[config.mk]
export PLATFORM = sky130hd
export DESIGN_NAME = audio_minmax_stream
export DESIGN_NICKNAME = d
export VERILOG_FILES = /design/src/rtl/audio_stat_pkg.sv /design/src/rtl/minmax_lane.sv /design/src/rtl/audio_minmax_stream.sv
export SDC_FILE = /design/constraint.sdc
export NUM_CORES = 1
export LEC_CHECK = 0
export CAP_MARGIN = 25
export CORE_UTILIZATION = 40
export CTS_CLUSTER_SIZE = 12
export DETAILED_ROUTE_END_ITERATION = 16
export PLACE_DENSITY = 0.67
export SLEW_MARGIN = 20
export SYNTH_ARGS = -nofsm -noshare
export SYNTH_HDL_FRONTEND = slang
export SYNTH_HIERARCHICAL = 1
export SYNTH_SLANG_ARGS = --single-unit
[constraint.sdc]
create_clock -name clk -period 2.5 [get_ports clk]
set_input_delay 0.5 -clock clk [delete_from_list [all_inputs] [get_ports clk]]
set_output_delay 0.5 -clock clk [all_outputs]
set_load 0.02 [all_outputs]
[src/rtl/audio_stat_pkg.sv]
// Shared definitions for the audio min/max statistics stream: FSM state encoding
// and default widths used by the stream block and its per-channel lanes.
package audio_stat_pkg;

  localparam int DEF_SAMPLE_W = 32;
  localparam int DEF_NUM_CH   = 2;
  localparam int DEF_LEN_W    = 16;
  localparam int DEF_IDX_W    = 16;

  typedef enum logic [1:0] {
    ST_IDLE = 2'd0,
    ST_RUN  = 2'd1,
    ST_EMIT = 2'd2,
    ST_DONE = 2'd3
  } state_e;

endpackage

[src/rtl/minmax_lane.sv]
// One channel's running minimum/maximum tracker. A beat with init set restarts
// the interval; later beats replace min/max only on a strict improvement.
module minmax_lane #(
  parameter int SAMPLE_W = 32
) (
  input  logic                clk,
  input  logic                reset_n,
  input  logic [SAMPLE_W-1:0] sample,
  input  logic                init,
  input  logic                update_en,
  input  logic                signed_mode,
  output logic [SAMPLE_W-1:0] min,
  output logic [SAMPLE_W-1:0] max
);

  logic [SAMPLE_W-1:0] min_q, min_d;
  logic [SAMPLE_W-1:0] max_q, max_d;
  logic                lt_min, gt_max;

  // NOTE: every signal assigned in always_comb gets a default at the top so no
  // path leaves it unassigned and no latch is inferred.
  always_comb begin
    lt_min = 1'b0;
    gt_max = 1'b0;
    min_d  = min_q;
    max_d  = max_q;
    if (signed_mode) begin
      lt_min = $signed(sample) < $signed(min_q);
      gt_max = $signed(sample) > $signed(max_q);
    end else begin
      lt_min = sample < min_q;
      gt_max = sample > max_q;
    end
    if (update_en) begin
      if (init || lt_min) min_d = sample;
      if (init || gt_max) max_d = sample;
    end
  end

  // NOTE: sequential state uses non-blocking assignments so every flop samples
  // the pre-edge values regardless of statement order.
  always_ff @(posedge clk or negedge reset_n) begin
    if (!reset_n) begin
      min_q <= '0;
      max_q <= '0;
    end else begin
      min_q <= min_d;
      max_q <= max_d;
    end
  end

  assign min = min_q;
  assign max = max_q;

endmodule

[src/rtl/audio_minmax_stream.sv]
// Streams multi-channel audio beats and reports per-channel min/max for each
// fixed-length interval; a run ends with the beat flagged in_last.
module audio_minmax_stream
  import audio_stat_pkg::*;
#(
  parameter int SAMPLE_W = DEF_SAMPLE_W,
  parameter int NUM_CH   = DEF_NUM_CH,
  parameter int LEN_W    = DEF_LEN_W,
  parameter int IDX_W    = DEF_IDX_W
) (
  input  logic                       clk,
  input  logic                       reset_n,
  input  logic                       start,
  input  logic [LEN_W-1:0]           interval_len,
  input  logic                       signed_mode,
  input  logic                       in_valid,
  output logic                       in_ready,
  input  logic [NUM_CH*SAMPLE_W-1:0] in_data,
  input  logic                       in_last,
  output logic                       out_valid,
  input  logic                       out_ready,
  output logic [NUM_CH*SAMPLE_W-1:0] out_max,
  output logic [NUM_CH*SAMPLE_W-1:0] out_min,
  output logic [IDX_W-1:0]           out_index,
  output logic                       out_partial,
  output logic                       busy,
  output logic                       done
);

  state_e           state_q, state_d;
  logic [LEN_W-1:0] len_q, len_d;
  logic [LEN_W-1:0] cnt_q, cnt_d;
  logic [IDX_W-1:0] idx_q, idx_d;
  logic             signed_q, signed_d;
  logic             partial_q, partial_d;
  logic             last_q, last_d;
  logic             in_ready_q, in_ready_d;
  logic             out_valid_q, out_valid_d;
  logic             busy_q, busy_d;
  logic             done_q, done_d;

  logic             accept;
  logic             at_last_cnt;

  assign accept      = in_valid && in_ready_q;
  assign at_last_cnt = (cnt_q == len_q - LEN_W'(1));

  always_comb begin
    state_d   = state_q;
    len_d     = len_q;
    cnt_d     = cnt_q;
    idx_d     = idx_q;
    signed_d  = signed_q;
    partial_d = partial_q;
    last_d    = last_q;

    unique case (state_q)
      ST_IDLE: begin
        if (start) begin
          // A zero length would never close an interval, so it behaves as 1.
          len_d     = (interval_len == '0) ? LEN_W'(1) : interval_len;
          signed_d  = signed_mode;
          cnt_d     = '0;
          idx_d     = '0;
          partial_d = 1'b0;
          last_d    = 1'b0;
          state_d   = ST_RUN;
        end
      end
      ST_RUN: begin
        if (accept) begin
          if (at_last_cnt || in_last) begin
            partial_d = in_last && !at_last_cnt;
            last_d    = in_last;
            state_d   = ST_EMIT;
          end else begin
            cnt_d = cnt_q + LEN_W'(1);
          end
        end
      end
      ST_EMIT: begin
        if (out_ready) begin
          idx_d     = idx_q + IDX_W'(1);
          cnt_d     = '0;
          partial_d = 1'b0;
          state_d   = last_q ? ST_DONE : ST_RUN;
        end
      end
      ST_DONE: begin
        state_d = ST_IDLE;
      end
      default: begin
        state_d = ST_IDLE;
      end
    endcase

    // Handshake/status outputs are registered copies of the next state.
    in_ready_d  = (state_d == ST_RUN);
    out_valid_d = (state_d == ST_EMIT);
    busy_d      = (state_d != ST_IDLE);
    done_d      = (state_d == ST_DONE);
  end

  always_ff @(posedge clk or negedge reset_n) begin
    if (!reset_n) begin
      state_q     <= ST_IDLE;
      len_q       <= LEN_W'(1);
      cnt_q       <= '0;
      idx_q       <= '0;
      signed_q    <= 1'b0;
      partial_q   <= 1'b0;
      last_q      <= 1'b0;
      in_ready_q  <= 1'b0;
      out_valid_q <= 1'b0;
      busy_q      <= 1'b0;
      done_q      <= 1'b0;
    end else begin
      state_q     <= state_d;
      len_q       <= len_d;
      cnt_q       <= cnt_d;
      idx_q       <= idx_d;
      signed_q    <= signed_d;
      partial_q   <= partial_d;
      last_q      <= last_d;
      in_ready_q  <= in_ready_d;
      out_valid_q <= out_valid_d;
      busy_q      <= busy_d;
      done_q      <= done_d;
    end
  end

  // Lane registers only move on accepted beats, so they hold steady in EMIT.
  for (genvar c = 0; c < NUM_CH; c++) begin : g_lane
    minmax_lane #(
      .SAMPLE_W (SAMPLE_W)
    ) u_lane (
      .clk         (clk),
      .reset_n     (reset_n),
      .sample      (in_data[c*SAMPLE_W +: SAMPLE_W]),
      .init        (cnt_q == '0),
      .update_en   (accept),
      .signed_mode (signed_q),
      .min         (out_min[c*SAMPLE_W +: SAMPLE_W]),
      .max         (out_max[c*SAMPLE_W +: SAMPLE_W])
    );
  end

  assign in_ready    = in_ready_q;
  assign out_valid   = out_valid_q;
  assign out_index   = idx_q;
  assign out_partial = partial_q;
  assign busy        = busy_q;
  assign done        = done_q;

endmodule

==> summary.md <==
| Metric | Value |
|---|---|
| Cell Rows | 62 |
| Worst flop-to-flop path endpoint | cnt_q[9] |
| Proportion of layout cells with a drive suffix above 1 | a little over a third |
| DRC violations left | 0 |
| Total wire length | roughly 34 mm |
| Arrival time worst endpoint | between 3000 and 4000 ps |
| CTS buffer count | 17 |
| Worst setup startpoint | len_q[4] |
| TritonCTS clock tree | done |
| Mapped Area | 11700 um^2 |
| Status | finished, violations left |
| Hold Vio Cnt, Final | 0 |
| Fin. max-slew vios | 0 |
| Main combinational cell family by area after synthesis | multiplexers |
| First-pass GRT wire length | roughly 54 mm |
| Synth Area in Simple Gates | approximately an eighth |
| Post-synth EDFFs | 0 |
| Switch Pwr | ~9.0 mW |
| Final period util | 110% |
| Worst slew pin tran | 428 ps |
| Worst Skew | 19.9 ps |
| Cell Pwr Density | 1260 nW/um^2 |
| Peak supply drop | around 0.00051 V |
| Most frequently used flop master after synthesis | dfrtp_1 |
| Maxcap violations | 0 |
| Tmin final | ~2700 ps |
| Type of origin of the critical path | flop |
| Sequential fraction of the synthesis area | about two fifths |
| Syn-to-layout area delta | 55.5% |
| Vias/cell | just over 5 |
| Final instance area | 18200 um^2 |
| Worst-Skew Late Latency | roughly 440 ps |
| Compound-Gate Fraction of Synth Area | under 10% |
| Top cell by count, worst path | or4_4 |
| Critical Path RT | 2800 ps |
| Adder-cell share of the synthesized area | 13.9% |
| Clock-pin slew on the worst setup and hold paths | around 80 ps |
| Max Fanout on Critical Path | 15 |
| Final Util | 63.3% |
| Synthesized-area fraction occupied by xor and xnor cells | 2.24% |
| Post-DRT Antenna Nets | 0 |
| Crit end category | flop |
| Filler cells | approximately 2300 |
| Die Span X | ~170 um |
| CP Cell Sequence | or4_4 -> o31ai_2 -> nand4b_1 -> a211o_1 -> or4_4 -> o21ai_4 -> buf_12 -> or4_1 -> a21oi_1 |
| Mean area per synthesized cell | roughly 11 um^2 |
| Switching share of power | about two fifths |
| Combinational power share | around 65% |
| Vias in the first global route | 10400 |
| Netlist cell types | 69 |
| Critical-path top delay cell | or4_4 |
| DP Area | 16300 um^2 |
| Grt ovf | 0 |
| Cell Int Power | about 14 mW |
| Post-route setup TNS | -21520 ps |
| Post-synthesis mux area share | 15.9% |
| Sequential Power Share | roughly 23% |
| Via count | 10100 |
| Nets | between 1500 and 2000 |
| Post-Synthesis Cells | 1087 |
| Initial antenna violation count | 2 |
| DR WL/cell | ~17 um |
| Failing checks | setup timing |
| Clock Power Share | a little under an eighth |
| Async SR Flop Fraction | 100% |
| Slowest stage delay, CP | about 580 ps |
| Syn_nets | roughly 1300 |
| IO buf count | between 200 and 250 |
| CTS HTree Levels | 4 |
| Drt pass-1 iters | 4 |
| Final WS setup | -249 ps |
| Max clock buf depth | 2 |
| DIE AREA | 30000 um^2 |
| Yosys Warn Count | 6 |
| Reg2reg path depth | 9 |
| Reg2reg setup slack | -250 ps |
| Die H | between 150 and 200 um |
| Setup Viol. Count Final | 147 |
| Largest net degree at the start of global routing | 59 |
| RSZ-0062 raised after global routing | yes |
| Post-detail-place hpwl | between 20 and 25 mm |
| Synthesized flop and latch total | between 150 and 200 |
| Type of the most critical hold path | in2async |
| RD Place Congestion | between 0.8 and 0.9 |
| Root buffer cell | clkbuf_16 |
| Critical path class | reg2reg |
| Initial Util | 40.7% |
| Pleak | between 8 and 9 nW |
| GRT Overall Usage | roughly 22% |
| Core area | ~29000 um^2 |
| Slew margin rel. | between 70% and 80% |
| Clock sink total | between 150 and 200 |
| Cts hold-fix bufs | 0 |
| Worst Setup EP | cnt_q[9] |
| FMAX | between 300 and 400 MHz |
| I/O pin count | roughly 240 |
| Reg2reg start | len_q[4] |
| Iter 0 DRT Violations | roughly 470 |
[sequential cells by signal, indices dropped and copies added, names as in the netlist, 2 cells and up]
name               cells
state_q                2
g_lane.u_lane/max     64
cnt_q                 16
len_q                 16
g_lane.u_lane/min     64
out_index             16
[power by group through the flow]
stage	Sequential, mW	Combinational [mW]	Clock, mW
floorplan	6.64	5.63	0
global placement	5.29	12.5	0
detailed placement	5.32	12.8	0
CTS	5.31	14.3	2.78
global route	5.51	16.0	2.90
finish	5.33	15.0	2.71
[worst min path at each step]
stage | slack, ps | to | start | cells past startpoint
6_report | 3 | out_index[2] | reset_n | 1
4_1_cts | 8 | out_index[2] | reset_n | 1
2_1_floorplan | 200 | busy | reset_n | 0
5_1_grt | 20 | out_index[2] | reset_n | 1
3_5_place_dp | 480 | out_index[2] | reset_n | 1
3_3_place_gp | 480 | out_index[2] | reset_n | 1
[per-stage QoR]
stage / hold slack (ps) / power (mW) / cells / worst slack, ps
6_report: 2.71 / 23.0 / 1981 / -249
2_1_floorplan: 204 / 12.3 / 1087 / -218
3_3_place_gp: 476 / 17.7 / 1907 / -796
5_1_grt: 21.1 / 24.4 / 1981 / -339
3_5_place_dp: 478 / 18.1 / 1907 / -878
4_1_cts: 8.24 / 22.4 / 1972 / -229
[final cells by class]
| class | instances | area, um^2 | area share [%] |
|---|---|---|---|
| Sequential cell | 185 | 4640 | 25.5 |
| Inverter | 138 | 518 | 2.84 |
| Multi-Input combinational cell | 740 | 7180 | 39.4 |
| Tap cell | 384 | 480 | 2.64 |
| Timing Repair Buffer | 500 | 4800 | 26.3 |
| Clock inverter | 14 | 161 | 0.886 |
| Clock buffer | 18 | 429 | 2.36 |
| Antenna cell | 2 | 5.00 | 0.0275 |
[cell usage in the layout (no fill, tap or decap), types with 9 or more instances in the layout]
cell type and instances:
buf_4 224, clkdlybuf4s50_1 181, dfrtp_1 174, inv_1 128
mux2_4 128, ha_1 111, nand2_1 61, a21oi_1 56
nor2_1 42, dlygate4sd2_1 38, nand4_1 29, nand3_1 22
ha_4 19, clkbuf_16 19, xor2_1 18, buf_12 17
o21ai_0 16, nor3_1 15, a21o_1 15, mux2_2 15
o21ai_1 15, buf_6 12, xnor2_1 11, nand2b_1 11
nor2b_1 11, dlymetal6s2s_1 11, inv_2 10, dfrtp_2 10
a211oi_2 9
[cells in the mapped netlist (all sizes together) (13+ instances only)]
library cell | count | share of area [%]
nand4 | 29 | 1.5
nor3 | 22 | 1.1
a21o | 17 | 1.1
buf | 16 | 1.9
xor2 | 18 | 1.3
nand2 | 61 | 2.0
mux2 | 143 | 16
inv | 138 | 4.4
a21oi | 65 | 2.8
nor4 | 13 | 0.82
nor2 | 45 | 1.6
dfrtp | 184 | 39
o21ai | 35 | 1.6
ha | 130 | 14
nand3 | 23 | 0.98
[worst max-delay path: cells and delay by family (launching register included)]
family,cells,cell delay (ps)
AOI/OAI and AO/OA,4,760
buffers and inverters,1,150
DFF,1,420
and+or+nand+nor,4,1280
[cell families after synthesis]
| group | count (synthesis) |
|---|---|
| xor gates and xnor gates | 30 |
| adders and majority gates | 130 |
| muxes | 146 |
| AOI/OAI and AO/OA | 172 |
| DFF | 185 |
| and+or+nand+nor | 261 |
| buffers and inverters | 163 |
[repair_timing]
item                                    4_1_cts  5_1_grt
buffers inserted                             24       14
pin swaps                                    49       35
endpoints found under the setup margin      149      149
gates cloned                                 10        2
resized for setup                           162       89
[layer usage]
metal | routed length (um) | global-route usage, % | share of wire (%)
met3 | 1110 | 3.17 | 3.3
met4 | 578 | 5.16 | 1.7
met5 | 0 | 0 | 0
met2 | 17000 | 38.9 | 50
met1 | 15000 | 28.9 | 45
(Power assumes the default switching activity.)
